===== src/rtl/sccb_pkg.sv =====
// Shared definitions for the SCCB register-access master: state encoding,
// bus-phase lengths in half SIOC periods and the default camera address.
package sccb_pkg;

    typedef logic [3:0] sccb_state_t;

    localparam sccb_state_t ST_IDLE     = 4'd0;
    localparam sccb_state_t ST_START_A  = 4'd1;
    localparam sccb_state_t ST_START_B  = 4'd2;
    localparam sccb_state_t ST_BIT_LOW  = 4'd3;
    localparam sccb_state_t ST_BIT_HIGH = 4'd4;
    localparam sccb_state_t ST_STOP_A   = 4'd5;
    localparam sccb_state_t ST_STOP_B   = 4'd6;
    localparam sccb_state_t ST_STOP_C   = 4'd7;
    localparam sccb_state_t ST_DONE     = 4'd8;

    localparam int PH_START = 2;
    localparam int PH_BYTE  = 18;
    localparam int PH_STOP  = 3;

    localparam logic [7:0] SCCB_DEV_ADDR = 8'h42;

endpackage


===== src/rtl/sccb_master_rw_if.sv =====
// Request/response and pad-enable bundle between the register-init sequencer,
// the SCCB master and the open-drain SIOC/SIOD pads.
interface sccb_master_rw_if #(
    parameter int ADDR_BYTES = 1
);
    logic                    start;
    logic                    rw;
    logic [8*ADDR_BYTES-1:0] address;
    logic [7:0]              wdata;
    logic                    siod_in;
    logic                    ready;
    logic [7:0]              rdata;
    logic                    rdata_valid;
    logic                    ack_err;
    logic                    SIOC_oe;
    logic                    SIOD_oe;

    modport master (
        input  start, rw, address, wdata, siod_in,
        output ready, rdata, rdata_valid, ack_err, SIOC_oe, SIOD_oe
    );

    modport slave (
        output start, rw, address, wdata, siod_in,
        input  ready, rdata, rdata_valid, ack_err, SIOC_oe, SIOD_oe
    );
endinterface


===== src/rtl/sccb_phase_timer.sv =====
// Half-SIOC-period timer: counts 0..HALF-1 and flags the last cycle of the
// current bus phase; restart clears it on every FSM state change.
module sccb_phase_timer #(
    parameter int HALF = 125
) (
    input  logic clk,
    input  logic rst,
    input  logic restart,
    output logic phase_done
);
    localparam int            CW   = (HALF > 1) ? $clog2(HALF) : 1;
    localparam logic [CW-1:0] LAST = CW'(HALF - 1);

    logic [CW-1:0] cnt;

    always_ff @(posedge clk or posedge rst) begin
        if (rst) begin
            cnt <= '0;
        end else if (restart || phase_done) begin
            cnt <= '0;
        end else begin
            cnt <= cnt + 1'b1;
        end
    end

    assign phase_done = (cnt == LAST);

endmodule


===== src/rtl/sccb_master_rw.sv =====
// SCCB master with register read/write, 1- or 2-byte register addresses and
// optional ACK checking; drives the open-drain pads through output enables.
//
// state     | meaning
// ----------+---------------------------------------------------------
// IDLE      | bus free, ready for a request
// START_A   | SIOD low, SIOC high (start condition)
// START_B   | SIOC pulled low after start
// BIT_LOW   | SIOC low, SIOD set up for the next bit
// BIT_HIGH  | SIOC high, SIOD sampled on the last cycle
// STOP_A    | both lines low
// STOP_B    | SIOC released, SIOD still low
// STOP_C    | both released (bus free time), may chain into read phase 2
// DONE      | one cycle, ready and rdata_valid presented
module sccb_master_rw
    import sccb_pkg::*;
#(
    parameter int         CLK_FREQ   = 25_000_000,
    parameter int         SCCB_FREQ  = 100_000,
    parameter logic [7:0] DEV_ADDR   = SCCB_DEV_ADDR,
    parameter int         ADDR_BYTES = 1,
    parameter bit         CHECK_ACK  = 1'b0
) (
    input logic              clk,
    input logic              rst,
    sccb_master_rw_if.master bus
);
    localparam int HALF = CLK_FREQ / (2 * SCCB_FREQ);
    localparam int AW   = 8 * ADDR_BYTES;

    if (HALF < 2) begin : g_half_chk
        $error("sccb_master_rw: CLK_FREQ/(2*SCCB_FREQ) must be at least 2");
    end
    if (ADDR_BYTES != 1 && ADDR_BYTES != 2) begin : g_addr_chk
        $error("sccb_master_rw: ADDR_BYTES must be 1 or 2");
    end

    sccb_state_t   state, state_nx;
    logic          phase_done, restart, accept;
    logic [1:0]    byte_cnt, byte_nx, last_idx;
    logic [3:0]    bit_cnt;
    logic [8:0]    tx;
    logic [7:0]    rx, load_byte;
    logic          rw_q, phase2, aborted;
    logic [AW-1:0] addr_q;
    logic [7:0]    wdata_q;
    logic          master_sent, nack, last_byte, more_phase;
    logic          ready_q, rdata_valid_q, ack_err_q, sioc_oe_q, siod_oe_q;
    logic [7:0]    rdata_q;

    sccb_phase_timer #(.HALF(HALF)) u_timer (
        .clk        (clk),
        .rst        (rst),
        .restart    (restart),
        .phase_done (phase_done)
    );

    assign accept      = ready_q & bus.start;
    assign master_sent = !(phase2 && byte_cnt == 2'd1);
    assign nack        = CHECK_ACK && master_sent && bus.siod_in;
    assign last_idx    = phase2 ? 2'd1 : (rw_q ? 2'(ADDR_BYTES) : 2'(ADDR_BYTES + 1));
    assign last_byte   = (byte_cnt == last_idx);
    assign more_phase  = rw_q && !phase2 && !aborted;
    assign byte_nx     = (state == ST_BIT_HIGH) ? byte_cnt + 2'd1 : byte_cnt;
    assign restart     = (state_nx != state);

    // The read byte is loaded as all ones so its bits leave SIOD released.
    always_comb begin
        load_byte = 8'hFF;
        if (phase2) begin
            load_byte = (byte_nx == 2'd0) ? (DEV_ADDR | 8'h01) : 8'hFF;
        end else if (byte_nx == 2'd0) begin
            load_byte = DEV_ADDR;
        end else if (int'(byte_nx) <= ADDR_BYTES) begin
            load_byte = addr_q[8*(ADDR_BYTES - int'(byte_nx)) +: 8];
        end else begin
            load_byte = wdata_q;
        end
    end

    always_comb begin
        state_nx = state;
        case (state)
            ST_IDLE, ST_DONE: state_nx = accept ? ST_START_A : ST_IDLE;
            ST_START_A:  if (phase_done) state_nx = ST_START_B;
            ST_START_B:  if (phase_done) state_nx = ST_BIT_LOW;
            ST_BIT_LOW:  if (phase_done) state_nx = ST_BIT_HIGH;
            ST_BIT_HIGH: if (phase_done) begin
                if (bit_cnt == 4'd8 && (nack || last_byte)) state_nx = ST_STOP_A;
                else                                         state_nx = ST_BIT_LOW;
            end
            ST_STOP_A:   if (phase_done) state_nx = ST_STOP_B;
            ST_STOP_B:   if (phase_done) state_nx = ST_STOP_C;
            ST_STOP_C:   if (phase_done) state_nx = more_phase ? ST_START_A : ST_DONE;
            default:     state_nx = ST_IDLE;
        endcase
    end

    always_ff @(posedge clk or posedge rst) begin
        if (rst) begin
            state         <= ST_IDLE;
            byte_cnt      <= '0;
            bit_cnt       <= '0;
            tx            <= '1;
            rx            <= '0;
            rw_q          <= 1'b0;
            phase2        <= 1'b0;
            aborted       <= 1'b0;
            addr_q        <= '0;
            wdata_q       <= '0;
            ready_q       <= 1'b1;
            rdata_q       <= '0;
            rdata_valid_q <= 1'b0;
            ack_err_q     <= 1'b0;
            sioc_oe_q     <= 1'b0;
            siod_oe_q     <= 1'b0;
        end else begin
            state         <= state_nx;
            rdata_valid_q <= 1'b0;
            case (state)
                ST_IDLE, ST_DONE: if (accept) begin
                    rw_q      <= bus.rw;
                    addr_q    <= bus.address;
                    wdata_q   <= bus.wdata;
                    phase2    <= 1'b0;
                    aborted   <= 1'b0;
                    byte_cnt  <= '0;
                    ack_err_q <= 1'b0;
                    ready_q   <= 1'b0;
                    siod_oe_q <= 1'b1;
                    sioc_oe_q <= 1'b0;
                end
                ST_START_A: if (phase_done) sioc_oe_q <= 1'b1;
                ST_START_B: if (phase_done) begin
                    tx        <= {load_byte, 1'b1};
                    bit_cnt   <= '0;
                    siod_oe_q <= ~load_byte[7];
                end
                ST_BIT_LOW: if (phase_done) sioc_oe_q <= 1'b0;
                ST_BIT_HIGH: if (phase_done) begin
                    sioc_oe_q <= 1'b1;
                    if (bit_cnt != 4'd8) begin
                        rx        <= {rx[6:0], bus.siod_in};
                        tx        <= {tx[7:0], 1'b1};
                        bit_cnt   <= bit_cnt + 4'd1;
                        siod_oe_q <= ~tx[7];
                    end else if (nack) begin
                        ack_err_q <= 1'b1;
                        aborted   <= 1'b1;
                        siod_oe_q <= 1'b1;
                    end else if (last_byte) begin
                        siod_oe_q <= 1'b1;
                    end else begin
                        byte_cnt  <= byte_cnt + 2'd1;
                        tx        <= {load_byte, 1'b1};
                        bit_cnt   <= '0;
                        siod_oe_q <= ~load_byte[7];
                    end
                end
                ST_STOP_A: if (phase_done) sioc_oe_q <= 1'b0;
                ST_STOP_B: if (phase_done) siod_oe_q <= 1'b0;
                ST_STOP_C: if (phase_done) begin
                    if (more_phase) begin
                        phase2    <= 1'b1;
                        byte_cnt  <= '0;
                        siod_oe_q <= 1'b1;
                    end else begin
                        ready_q <= 1'b1;
                        if (rw_q && phase2 && !aborted) begin
                            rdata_q       <= rx;
                            rdata_valid_q <= 1'b1;
                        end
                    end
                end
                default: ;
            endcase
        end
    end

    assign bus.ready       = ready_q;
    assign bus.rdata       = rdata_q;
    assign bus.rdata_valid = rdata_valid_q;
    assign bus.ack_err     = ack_err_q;
    assign bus.SIOC_oe     = sioc_oe_q;
    assign bus.SIOD_oe     = siod_oe_q;

endmodule


===== src/flat_wrapper.sv =====
// flat-port wrapper written by rule: the top's interface ports become plain ports
module sccb_master_rw_flat import sccb_pkg::*;
#(
    parameter int         CLK_FREQ   = 25_000_000,
    parameter int         SCCB_FREQ  = 100_000,
    parameter logic [7:0] DEV_ADDR   = SCCB_DEV_ADDR,
    parameter int         ADDR_BYTES = 1,
    parameter bit         CHECK_ACK  = 1'b0
)
  (clk, rst, bus_start, bus_rw, bus_address, bus_wdata, bus_siod_in, bus_ready, bus_rdata, bus_rdata_valid, bus_ack_err, bus_SIOC_oe, bus_SIOD_oe);
  sccb_master_rw_if #(.ADDR_BYTES(ADDR_BYTES)) bus_i ();
  input logic clk;
  input logic rst;
  input wire logic [$bits(bus_i.start)-1:0] bus_start;
  input wire logic [$bits(bus_i.rw)-1:0] bus_rw;
  input wire logic [$bits(bus_i.address)-1:0] bus_address;
  input wire logic [$bits(bus_i.wdata)-1:0] bus_wdata;
  input wire logic [$bits(bus_i.siod_in)-1:0] bus_siod_in;
  output wire logic [$bits(bus_i.ready)-1:0] bus_ready;
  output wire logic [$bits(bus_i.rdata)-1:0] bus_rdata;
  output wire logic [$bits(bus_i.rdata_valid)-1:0] bus_rdata_valid;
  output wire logic [$bits(bus_i.ack_err)-1:0] bus_ack_err;
  output wire logic [$bits(bus_i.SIOC_oe)-1:0] bus_SIOC_oe;
  output wire logic [$bits(bus_i.SIOD_oe)-1:0] bus_SIOD_oe;
  assign bus_i.start = bus_start;
  assign bus_i.rw = bus_rw;
  assign bus_i.address = bus_address;
  assign bus_i.wdata = bus_wdata;
  assign bus_i.siod_in = bus_siod_in;
  assign bus_ready = bus_i.ready;
  assign bus_rdata = bus_i.rdata;
  assign bus_rdata_valid = bus_i.rdata_valid;
  assign bus_ack_err = bus_i.ack_err;
  assign bus_SIOC_oe = bus_i.SIOC_oe;
  assign bus_SIOD_oe = bus_i.SIOD_oe;
  sccb_master_rw #(.CLK_FREQ(CLK_FREQ), .SCCB_FREQ(SCCB_FREQ), .DEV_ADDR(DEV_ADDR), .ADDR_BYTES(ADDR_BYTES), .CHECK_ACK(CHECK_ACK)) u_core (.clk(clk), .rst(rst), .bus(bus_i));
endmodule

===== config.mk =====
export PLATFORM = sky130hd
export DESIGN_NAME = sccb_master_rw_flat
export DESIGN_NICKNAME = d
export VERILOG_FILES = /design/src/rtl/sccb_pkg.sv /design/src/rtl/sccb_master_rw_if.sv /design/src/rtl/sccb_phase_timer.sv /design/src/rtl/sccb_master_rw.sv /design/src/flat_wrapper.sv
export SDC_FILE = /design/constraint.sdc
export NUM_CORES = 1
export LEC_CHECK = 0
export ABC_AREA = 1
export BUFFER_PORTS_ARGS = -buffer_cell sky130_fd_sc_hd__buf_4
export CORE_MARGIN = 2
export CORE_UTILIZATION = 50
export DETAILED_ROUTE_END_ITERATION = 7
export GPL_TIMING_DRIVEN = 1
export PLACE_DENSITY = 0.7
export RECOVER_POWER = 100
export SLEW_MARGIN = 25
export SYNTH_ARGS = -nofsm -noshare
export SYNTH_HDL_FRONTEND = slang
export SYNTH_SLANG_ARGS = --single-unit

===== constraint.sdc =====
create_clock -name clk -period 4.75 [get_ports clk]
set_input_delay 0.2375 -clock clk [delete_from_list [all_inputs] [get_ports clk]]
set_output_delay 0.2375 -clock clk [all_outputs]
set_load 0.01 [all_outputs]

==> load_flow_metrics.sql, run 1 <==
INSERT INTO impl_metrics (metric_group, metric, value, unit) VALUES
('run_status', 'outcome', 'finished, violations left', ''),
('run_status', 'violations', 'max-capacitance violations, max-slew violations', ''),
('pwr', 'powerDensity', '285.8', 'nW/µm²'),
('clock_tree', 'post_cts_hold_buffer_count', '0', ''),
('synth', 'biggest_area_contributors_in_the_synthesized_netlist', 'sky130_fd_sc_hd__dfrtp_1 42%, sky130_fd_sc_hd__nand2_1 13%, sky130_fd_sc_hd__dfstp_2 6.5%', ''),
('timing', 'timing.clock.skew', '0.008744', 'ns'),
('detailed_routing', 'post-route-drc-count', '0', ''),
('clock_tree', 'path_clk_slew', '0.07', 'ns'),
('synth', 'synth_compound_area_share', '12.89', '%'),
('detailed_routing', 'antenna_violating_nets_post_route', '0', ''),
('timing', 'rsz_0062_raised_after_global_routing', 'no', ''),
('setup_path', 'crit_chain', 'inv_1, nand2_1, nor2_1, clkinv_1, nor2_1, inv_2, nand2_1, nand2_1, nand3_2, nor2_1', ''),
('synth', 'synth.cells.most_frequent', '112 x sky130_fd_sc_hd__nand2_1, 54 x sky130_fd_sc_hd__dfrtp_1, 38 x sky130_fd_sc_hd__inv_1', ''),
('synth', 'synth_simple_gate_area_share', '27.09', '%'),
('floorplanning', 'initial_utilization', '51.21', '%'),
('setup_path', 'worstPathMaxFanout', '23', ''),
('pwr', 'leakage_power', '1.742', 'nW'),
('global_route', 'wire_length_of_the_first_global_routing_pass', '11090', 'µm'),
('global_route', 'grt_max_degree', '63', ''),
('synth', 'synth_seq_area_share', '48.30', '%'),
('layout', 'final_layout_size_suffix_gt1_share', '17.26', '%'),
('clock_tree', 'cts.repair_timing.setup_buffer_count', '0', ''),
('layout', 'fillCellCount', '625', ''),
('setup_path', 'critical_path.max_stage_delay', '1.01', 'ns'),
('synth', 'prevailing_post_synth_register_cell', 'sky130_fd_sc_hd__dfrtp_1', ''),
('detailed_routing', 'drt-initial-drc-count', '107', ''),
('global_route', 'grt_pass1_vias', '2467', ''),
('setup_path', 'critPathSlowestCell', 'sky130_fd_sc_hd__nor2_1', ''),
('min_path', 'timing.hold.worst.class', 'in -> reg', ''),
('clock_tree', 'cts_inserted_buffers', '9', ''),
('detailed_routing', 'drt-pass1-iter-count', '4', ''),
('synth', 'postSynthAreaPerCell', '8.420', 'µm²'),
('floorplanning', 'placementRows', '29', ''),
('setup_path', 'critPathLaunchType', 'register', ''),
('placement', 'place.port_buffers', '32', ''),
('synth', 'ys_types', '35', ''),
('global_route', 'gr-usage-all-layers', '19.67', '%'),
('synth', 'synth_adder_area_share', '1.935', '%'),
('timing', 'final_max_slew_viol_count', '63', ''),
('timing', 'max_slew_margin', '-112.6', '%'),
('detailed_routing', 'vias_per_cell', '5.072', ''),
('flow_run', 'maxCapViolations', '1', ''),
('clock_tree', 'clk-insertion-delay-late', '0.35', 'ns'),
('synth', 'main_combinational_cell_family_by_area_after_synthesis', 'simple AND/OR/NAND/NOR gates', ''),
('pwr', 'power.ir.vdd_worst', '0.0001662', 'V'),
('placement', 'gp_routability_congestion', '1.003', ''),
('setup_path', 'category_of_cells_accounting_for_the_largest_share_of_critical_path_delay', 'simple AND/OR/NAND/NOR gates', ''),
('placement', 'place_hpwl', '4612', 'µm'),
('clock_tree', 'cts.htree.levels', '3', ''),
('synth', 'number_of_flops_mapped_to_enable_cells_by_yosys', '0', ''),
('timing', 'timing.final.setup_violations', '0', ''),
('timing', 'layout_min_cycle_time', '3.126', 'ns'),
('layout', 'syn_to_final_growth', '10.14', '%'),
('synth', 'post_synthesis_instance_area', '3233', 'µm²'),
('setup_path', 'worst-endpoint-arrival', '3.36', 'ns'),
('setup_path', 'timing.setup.critical_path_class', 'reg -> reg', ''),
('clock_tree', 'tritoncts_num_sinks', '62', ''),
('setup_path', 'critical_path_required', '4.99', 'ns'),
('synth', 'synth_async_sr_flop_share', '100.0', '%'),
('timing', 'timing.fmax', '319.9', 'MHz'),
('synth', 'synth_largest_type_area_fraction', '41.80', '%'),
('layout', 'final_nets', '444', ''),
('detailed_routing', 'via_count', '2536', ''),
('detailed_routing', 'total_wirelength_of_the_detailed_routed_design', '6364', 'µm'),
('timing', 'final_hold_vios', '0', ''),
('floorplanning', 'height_of_the_chip', '84.41', 'µm'),
('pwr', 'total_power', '1.018', 'mW'),
('floorplanning', 'core_area', '6314', 'µm²'),
('global_route', 'antenna_violations_before_repair', '0', ''),
('layout', 'multi_input_comb_area', '1326', 'µm²'),
('clock_tree', 'clock_root_buffer', 'sky130_fd_sc_hd__clkbuf_8', '');
[metal layers]
metal / vias up / wire length [µm] / GRT usage (%)
met3: 11 / 255 / 5.113
met1: 1187 / 2868 / 24.92
met2: 55 / 3105 / 32.25
met5: - / 0 / 0
met4: 0 / 134 / 8.225
li1: 1283 / - / -
[per-stage QoR]
step | worst slack, ns | area (µm²) | utilization, % | std cells
final | 1.624 | 3561 | 56.40 | 500
after global routing | 1.142 | 3561 | 56.40 | 500
after CTS | 2.532 | 3701 | 58.62 | 500
after detailed placement | 2.554 | 3505 | 55.51 | 484
after global placement | 2.647 | 3505 | 55.51 | 484
after floorplan | 2.971 | 3233 | - | 384
[layout make-up]
| class | count | share of cell area (%) |
|---|---|---|
| Sequential cell | 62 | 43.85 |
| Multi-Input combinational cell | 265 | 37.25 |
| Timing Repair Buffer | 33 | 5.692 |
| Inverter | 47 | 4.989 |
| Clock buffer | 9 | 3.479 |
| Tap cell | 77 | 2.706 |
| Clock inverter | 7 | 2.038 |
[worst register-to-register path, cell delays in order, from the launching register on]
cell and delay (ns):
sky130_fd_sc_hd__dfrtp_1 0.48, sky130_fd_sc_hd__inv_1 0.16, sky130_fd_sc_hd__nand2_1 0.09, sky130_fd_sc_hd__nor2_1 0.24, sky130_fd_sc_hd__clkinv_1 0.17, sky130_fd_sc_hd__nor2_1 1.01, sky130_fd_sc_hd__inv_2 0.39, sky130_fd_sc_hd__nand2_1 0.22
sky130_fd_sc_hd__nand2_1 0.08, sky130_fd_sc_hd__nand3_2 0.13, sky130_fd_sc_hd__nor2_1 0.06
[where the power goes]
part	internal, mW	switching [mW]
Clock	0.243	0.223
Sequential	0.528	0.0000886
Combinational	0.0107	0.0129
[registers in the layout, indices dropped and copies added (netlist names)]
name	cells
u_core.rw_q	1
u_core.bus.SIOD_oe	1
u_core.tx	7
u_core.rx	8
u_core.bus.rdata_valid	1
u_core.bus.ready	1
u_core.wdata_q	8
u_core.u_timer.cnt	7
u_core.bus.SIOC_oe	1
u_core.phase2	1
u_core.bit_cnt	4
u_core.byte_cnt	2
u_core.bus.rdata	8
u_core.state	4
u_core.addr_q	8
[cells by family after synthesis]
group                    after synthesis
buffers and inverters                 57
AND/OR/NAND/NOR                      186
other                                  1
flip-flops                            62
XOR/XNOR                               7
AO/OA/AOI/OAI                         66
adder cells (fa/ha/maj)                5
[worst paths after layout]
path                                  from               endpoint  slack, ns  cells past startpoint
max                        u_core.state[0]  u_core.u_timer.cnt[6]       1.62                     10
min reg2reg                   u_core.tx[6]           u_core.tx[6]       0.47                      2
min                           bus_wdata[5]      u_core.wdata_q[5]       0.08                      3
max reg2reg                u_core.state[0]  u_core.u_timer.cnt[6]       1.62                     10
min in group asynchronous              rst           u_core.rx[1]       1.11                      3
max in group asynchronous              rst      u_core.bit_cnt[3]       1.84                      3
[cell usage in the layout, fill, tap and decap left out, types with 6 or more instances in the layout]
master / n
sky130_fd_sc_hd__dfstp_2: 7
sky130_fd_sc_hd__dfrtp_1: 54
sky130_fd_sc_hd__o21ai_1: 14
sky130_fd_sc_hd__nand3_1: 18
sky130_fd_sc_hd__inv_2: 6
sky130_fd_sc_hd__nand2_1: 116
sky130_fd_sc_hd__clkbuf_8: 9
sky130_fd_sc_hd__clkbuf_1: 12
sky130_fd_sc_hd__a21oi_1: 15
sky130_fd_sc_hd__o21ai_0: 22
sky130_fd_sc_hd__nor2_1: 33
sky130_fd_sc_hd__inv_1: 39
sky130_fd_sc_hd__buf_4: 21
No activity file was read; power rests on OpenSTA's default activity.
==> run 2: changes to the inputs <==
--- a/config.mk
+++ b/config.mk
@@ -11,7 +11,7 @@
 export CORE_UTILIZATION = 50
 export DETAILED_ROUTE_END_ITERATION = 7
 export GPL_TIMING_DRIVEN = 1
-export PLACE_DENSITY = 0.7
+export PLACE_DENSITY = 0.72
 export RECOVER_POWER = 100
 export SLEW_MARGIN = 25
 export SYNTH_ARGS = -nofsm -noshare
==> constraint.sdc (replaced) <==
create_clock -name clk -period 2.8 [get_ports clk]
set_input_delay 0.14 -clock clk [delete_from_list [all_inputs] [get_ports clk]]
set_output_delay 0.14 -clock clk [all_outputs]
set_load 0.01 [all_outputs]
==> load_flow_metrics.sql, run 2 (synthesized netlist as in run 1, its figures left out) <==
INSERT INTO impl_metrics (metric_group, metric, value, unit) VALUES
('floorplanning', 'core_area', '6314', 'µm²'),
('setup_path', 'worstPathMaxFanout', '15', ''),
('setup_path', 'critPathLaunchType', 'register', ''),
('detailed_routing', 'total_wirelength_of_the_detailed_routed_design', '6721', 'µm'),
('global_route', 'wire_length_of_the_first_global_routing_pass', '11850', 'µm'),
('floorplanning', 'placementRows', '29', ''),
('pwr', 'power.ir.vdd_worst', '0.0002854', 'V'),
('clock_tree', 'tritoncts', 'yes', ''),
('flow_run', 'maxCapViolations', '1', ''),
('timing', 'timing_worst_slew_pin_value', '1.989', 'ns'),
('layout', 'final_cell_mix', '113 x sky130_fd_sc_hd__nand2_1, 54 x sky130_fd_sc_hd__dfrtp_1, 39 x sky130_fd_sc_hd__inv_1', ''),
('clock_tree', 'cts_inserted_buffers', '9', ''),
('floorplanning', 'initial_utilization', '51.21', '%'),
('layout', 'final_layout_size_suffix_gt1_share', '17.27', '%'),
('floorplanning', 'fp.dieArea', '7125', 'µm²'),
('clock_tree', 'clk_path_buf_depth', '2', ''),
('layout', 'insertedDiodeCount', '0', ''),
('timing', 'rsz_0062_raised_after_global_routing', 'no', ''),
('setup_path', 'critical_path.endpoint_type', 'register', ''),
('global_route', 'grt_pass1_vias', '2587', ''),
('layout', 'final_util', '59.61', '%'),
('pwr', 'leakage_power', '1.839', 'nW'),
('clock_tree', 'tritoncts_num_sinks', '62', ''),
('placement', 'place.port_buffers', '32', ''),
('timing', 'timing.clock.skew', '0.007162', 'ns'),
('detailed_routing', 'antenna_violating_nets_post_route', '0', ''),
('floorplanning', 'height_of_the_chip', '84.41', 'µm'),
('placement', 'placed_cells_incl_taps', '485', ''),
('detailed_routing', 'drt-initial-drc-count', '145', ''),
('run_status', 'violations', 'max-capacitance violations, max-slew violations', ''),
('setup_path', 'worst-endpoint-arrival', '2.53', 'ns'),
('layout', 'postLayoutCellArea', '3764', 'µm²'),
('setup_path', 'timing.setup.critical_path_class', 'reg -> reg', ''),
('placement', 'place_area', '3512', 'µm²'),
('clock_tree', 'clock_root_buffer', 'sky130_fd_sc_hd__clkbuf_8', ''),
('setup_path', 'critical_path_required', '3.04', 'ns'),
('pwr', 'powerDensity', '483.8', 'nW/µm²'),
('layout', 'mostFrequentLayoutCell', 'sky130_fd_sc_hd__nand2_1', ''),
('global_route', 'global_route.overflow_total', '0', ''),
('timing', 'timing.final.setup_violations', '0', ''),
('detailed_routing', 'via_count', '2646', ''),
('layout', 'fillCellCount', '569', ''),
('timing', 'final_max_slew_viol_count', '47', ''),
('pwr', 'total_power', '1.821', 'mW'),
('detailed_routing', 'average_detailed_routed_wire_length_per_instance', '13.00', 'µm'),
('clock_tree', 'path_clk_slew', '0.07', 'ns'),
('floorplanning', 'die-width', '84.41', 'µm'),
('clock_tree', 'cts.htree.levels', '3', ''),
('timing', 'timing.fmax', '437.3', 'MHz'),
('run_status', 'outcome', 'finished, violations left', ''),
('placement', 'dpl_worst_slack', '0.6959', 'ns'),
('timing', 'setup_total_negative_slack', '0', 'ns'),
('placement', 'gp_routability_congestion', '0.8300', ''),
('timing', 'whs', '0.005854', 'ns'),
('detailed_routing', 'drt-pass1-iter-count', '4', ''),
('timing', 'max_slew_margin', '-33.32', '%'),
('detailed_routing', 'post-route-drc-count', '0', ''),
('detailed_routing', 'vias_per_cell', '5.118', ''),
('min_path', 'hold-path-cell-count', '3', ''),
('setup_path', 'timing.reg2reg.setup_slack', '0.51', 'ns'),
('global_route', 'grt_max_degree', '47', ''),
('setup_path', 'r2r.worst_path.cells', '9', ''),
('timing', 'layout_min_cycle_time', '2.287', 'ns'),
('placement', 'place_hpwl', '4494', 'µm'),
('min_path', 'timing.hold.worst.class', 'in -> reg', ''),
('clock_tree', 'clk-insertion-delay-late', '0.35', 'ns'),
('layout', 'final-instance-count-excl-fill', '517', ''),
('timing', 'final_hold_vios', '0', ''),
('layout', 'final_nets', '461', ''),
('global_route', 'gr-usage-all-layers', '21.15', '%'),
('floorplanning', 'ios', '34', ''),
('timing', 'layout_worst_path_cycle_share', '81.67', '%'),
('timing', 'setup_slack', '0.5134', 'ns'),
('layout', 'syn_to_final_growth', '16.41', '%'),
('global_route', 'antenna_violations_before_repair', '0', '');
run 2: changes by cell type in the layout (fill, tap and decap cells not counted), sizes merged:
cell	delta
clkinv	-1
dlygate4sd3	+16
clkbuf	+2
bufinv	+1
inv	-1
run 2: worst paths after layout:
kind / startpoint / to
setup / recovery: u_core.state[0] / u_core.tx[1]
hold / removal: bus_rw / u_core.rw_q
setup reg to reg: u_core.state[0] / u_core.tx[1]
hold reg to reg: u_core.wdata_q[3] / u_core.wdata_q[3]
max in group asynchronous: rst / u_core.bus.rdata[5]
min in group asynchronous: rst / u_core.addr_q[1]
run 2: area by class of cell:
class	count	area, µm²	area share, %
inverters	47	178.9	4.754
well taps	77	96.34	2.560
clock inverters	6	86.33	2.294
multi-input cells	265	1341	35.64
flip-flops and latches	62	1562	41.49
repair buffers	50	371.6	9.874
clock buffers	10	127.6	3.391
run 2: power breakdown:
group / total [mW] / internal, mW / switching [mW]
clock: 0.864 / 0.499 / 0.364
combinational: 0.0604 / 0.0331 / 0.0274
sequential: 0.897 / 0.897 / 0.000155
total: 1.82 / 1.43 / 0.392
run 2: repair_timing:
item | in CTS | in global routing
hold endpoints to repair | 15 | 37
gates resized for setup | 0 | 0
setup buffers | 0 | 0
hold buffers | 15 | 1
run 2: critical path, stage by stage (launching register included):
cell and delay (ns):
sky130_fd_sc_hd__dfrtp_1 0.47, sky130_fd_sc_hd__inv_1 0.15, sky130_fd_sc_hd__nand2_1 0.10, sky130_fd_sc_hd__nor2_1 0.17
sky130_fd_sc_hd__buf_4 0.22, sky130_fd_sc_hd__nand3_2 0.11, sky130_fd_sc_hd__nand2_4 0.13, sky130_fd_sc_hd__clkinvlp_2 0.46
sky130_fd_sc_hd__nor2_1 0.28, sky130_fd_sc_hd__a41oi_1 0.08
run 2: routing by layer:
layer  part of all wire, %  vias up  GRT usage (%)  routed length [µm]
li1                      -     1324              -                   -
met1                    44     1246          26.29                2982
met2                    48       59          34.27                3254
met3                   4.2       17          5.900                 284
met4                   3.0        0          10.10                 199
met5                     0        -              0                   0
==> run 3: changes to the inputs <==
==> constraint.sdc (replaced) <==
create_clock -name clk -period 1.88 [get_ports clk]
set_input_delay 0.094 -clock clk [delete_from_list [all_inputs] [get_ports clk]]
set_output_delay 0.094 -clock clk [all_outputs]
set_load 0.01 [all_outputs]
==> load_flow_metrics.sql, run 3 (synthesized netlist as in run 1, its figures left out) <==
INSERT INTO impl_metrics (metric_group, metric, value, unit) VALUES
('timing', 'layout_min_cycle_time', '1.789', 'ns'),
('placement', 'place_hpwl', '4621', 'µm'),
('setup_path', 'critical_path_required', '2.15', 'ns'),
('detailed_routing', 'drt-initial-drc-count', '117', ''),
('global_route', 'antenna_violations_before_repair', '0', ''),
('detailed_routing', 'average_detailed_routed_wire_length_per_instance', '12.09', 'µm'),
('detailed_routing', 'vias_per_cell', '5.055', ''),
('floorplanning', 'core_area', '6314', 'µm²'),
('layout', 'syn_to_final_growth', '20.55', '%'),
('timing', 'timing.final.setup_violations', '0', ''),
('layout', 'final_cell_mix', '111 x sky130_fd_sc_hd__nand2_1, 54 x sky130_fd_sc_hd__dfrtp_1, 38 x sky130_fd_sc_hd__inv_1', ''),
('clock_tree', 'clk-insertion-delay-late', '0.34', 'ns'),
('layout', 'final_layout_size_suffix_gt1_share', '21.24', '%'),
('pwr', 'powerDensity', '627.5', 'nW/µm²'),
('floorplanning', 'initial_utilization', '51.21', '%'),
('floorplanning', 'fp.dieArea', '7125', 'µm²'),
('clock_tree', 'clk_path_buf_depth', '2', ''),
('timing', 'whs', '0.3364', 'ns'),
('layout', 'multi_input_comb_area', '1425', 'µm²'),
('global_route', 'wire_length_of_the_first_global_routing_pass', '11510', 'µm'),
('setup_path', 'critPathLaunchType', 'register', ''),
('clock_tree', 'path_clk_slew', '0.06', 'ns'),
('pwr', 'seq_power_share', '54.6', '%'),
('clock_tree', 'tritoncts', 'yes', ''),
('detailed_routing', 'antenna_violating_nets_post_route', '0', ''),
('clock_tree', 'cts.htree.levels', '3', ''),
('placement', 'placed_cells_incl_taps', '494', ''),
('placement', 'gp_routability_congestion', '0.8785', ''),
('timing', 'timing_worst_slew_pin_value', '0.7860', 'ns'),
('setup_path', 'critical_path.endpoint_type', 'register', ''),
('clock_tree', 'clock_root_buffer', 'sky130_fd_sc_hd__clkbuf_8', ''),
('pwr', 'total_power', '2.446', 'mW'),
('global_route', 'gr-usage-all-layers', '19.89', '%'),
('timing', 'setup_total_negative_slack', '0', 'ns'),
('setup_path', 'worst-endpoint-arrival', '2.06', 'ns'),
('pwr', 'clockPowerShare', '41.5', '%'),
('detailed_routing', 'total_wirelength_of_the_detailed_routed_design', '6393', 'µm'),
('layout', 'fillCellCount', '578', ''),
('global_route', 'grt_pass1_vias', '2664', ''),
('layout', 'final_nets', '474', ''),
('layout', 'final-instance-count-excl-fill', '529', ''),
('pwr', 'net-switching-power', '0.5488', 'mW'),
('setup_path', 'worstPathMaxFanout', '5', ''),
('detailed_routing', 'via_count', '2674', ''),
('flow_run', 'maxCapViolations', '0', ''),
('setup_path', 'timing.setup.critical_path_class', 'reg -> reg', ''),
('timing', 'layout_worst_path_cycle_share', '95.15', '%'),
('timing', 'final_hold_vios', '0', ''),
('placement', 'place.port_buffers', '32', ''),
('pwr', 'switching_share', '22.44', '%'),
('global_route', 'grt_max_degree', '24', ''),
('run_status', 'outcome', 'complete, no violations', ''),
('detailed_routing', 'post-route-drc-count', '0', ''),
('floorplanning', 'height_of_the_chip', '84.41', 'µm'),
('min_path', 'timing.hold.worst.class', 'in -> reg', ''),
('pwr', 'power.share.combinational', '3.9', '%'),
('floorplanning', 'die-width', '84.41', 'µm'),
('timing', 'max_slew_margin', '47.54', '%'),
('timing', 'timing.clock.skew', '0.007580', 'ns'),
('layout', 'mostFrequentLayoutCell', 'sky130_fd_sc_hd__nand2_1', ''),
('timing', 'final_max_slew_viol_count', '0', ''),
('timing', 'rsz_0062_raised_after_global_routing', 'no', ''),
('min_path', 'hold-path-cell-count', '7', ''),
('setup_path', 'r2r.worst_path.cells', '10', ''),
('clock_tree', 'tritoncts_num_sinks', '62', ''),
('detailed_routing', 'drt-pass1-iter-count', '4', ''),
('timing', 'timing.fmax', '559.0', 'MHz'),
('pwr', 'leakage_power', '1.886', 'nW'),
('pwr', 'cellInternalPower', '1.897', 'mW'),
('pwr', 'power.ir.vdd_worst', '0.0005301', 'V'),
('floorplanning', 'ios', '34', ''),
('clock_tree', 'cts_inserted_buffers', '9', ''),
('layout', 'insertedDiodeCount', '0', ''),
('layout', 'regArea', '1562', 'µm²'),
('global_route', 'global_route.overflow_total', '0', ''),
('floorplanning', 'placementRows', '29', '');
==> run 3: cell types whose count changed in the layout (fill, tap and decap cells not counted), moves of 3 or more <==
cell and change:
sky130_fd_sc_hd__clkbuf_1 +3, sky130_fd_sc_hd__buf_4 +8, sky130_fd_sc_hd__o21ai_2 +3, sky130_fd_sc_hd__o21ai_0 -8
sky130_fd_sc_hd__nor2_1 -4, sky130_fd_sc_hd__o21ai_1 +5, sky130_fd_sc_hd__dlygate4sd3_1 +3
==> run 3: power groups by stage <==
| stage | registers [mW] | logic (mW) | clock network, mW |
|---|---|---|---|
| 4_1_cts | 1.34 | 0.102 | 1.03 |
| 3_5_place_dp | 1.36 | 0.0710 | 0 |
| 3_3_place_gp | 1.36 | 0.0702 | 0 |
| 6_report | 1.34 | 0.0950 | 1.01 |
| 5_1_grt | 1.33 | 0.107 | 1.09 |
| 2_1_floorplan | 1.36 | 0.0249 | 0 |
==> run 3: final cells by class <==
cell class              count  area share, %
well taps                  77          2.472
flip-flops and latches     62          40.06
clock inverters             3         0.5457
inverters                  47          4.591
multi-input cells         265          36.57
repair buffers             63          12.04
clock buffers              12          3.724
==> run 3: worst max-delay path, cell delays in order, from the launching register on <==
cell                      delay [ns]
sky130_fd_sc_hd__dfrtp_1        0.43
sky130_fd_sc_hd__inv_2          0.11
sky130_fd_sc_hd__nand2_2        0.09
sky130_fd_sc_hd__nor2_4         0.13
sky130_fd_sc_hd__ha_1           0.29
sky130_fd_sc_hd__inv_1          0.09
sky130_fd_sc_hd__buf_4          0.13
sky130_fd_sc_hd__a21oi_1        0.05
sky130_fd_sc_hd__o21ai_0        0.24
sky130_fd_sc_hd__nand2_1        0.08
sky130_fd_sc_hd__o21ai_1        0.08
==> run 3: timing repair <==
| item | in CTS | in global routing |
|---|---|---|
| hold buffers | 19 | 0 |
| setup endpoints to repair | 0 | 26 |
| resized for setup | 0 | 4 |
| buffers inserted | 0 | 1 |
| endpoints found under the hold margin | 37 | 0 |
==> run 3: final timing paths <==
| check | startpoint | endpoint | slack, ns |
|---|---|---|---|
| max | u_core.state[1] | u_core.tx[3] | 0.09 |
| max in group asynchronous | rst | u_core.state[0] | 0.38 |
| min | bus_start | u_core.phase2 | 0.34 |
| min in group asynchronous | rst | u_core.addr_q[1] | 0.46 |
| max reg2reg | u_core.state[1] | u_core.tx[3] | 0.09 |
| min reg2reg | u_core.tx[6] | u_core.tx[6] | 0.47 |
==> run 3: per-layer routing <==
metal	vias to the layer above	GRT usage (%)	part of all wire, %
li1	1352	-	-
met1	1246	26.40	46
met2	62	31.96	48
met3	14	3.736	4.3
met4	0	8.947	1.9
met5	-	0	0
==> run 3: metrics by stage <==
| step | instance area, µm² | utilization, % | setup WS (ns) |
|---|---|---|---|
| 2_1_floorplan | 3233 | - | 0.1007 |
| 3_3_place_gp | 3592 | 56.90 | 0.1264 |
| 3_5_place_dp | 3592 | 56.90 | 0.05941 |
| 4_1_cts | 3949 | 62.54 | 0.02977 |
| 5_1_grt | 3897 | 61.73 | 0.008388 |
| 6_report | 3897 | 61.73 | 0.09119 |
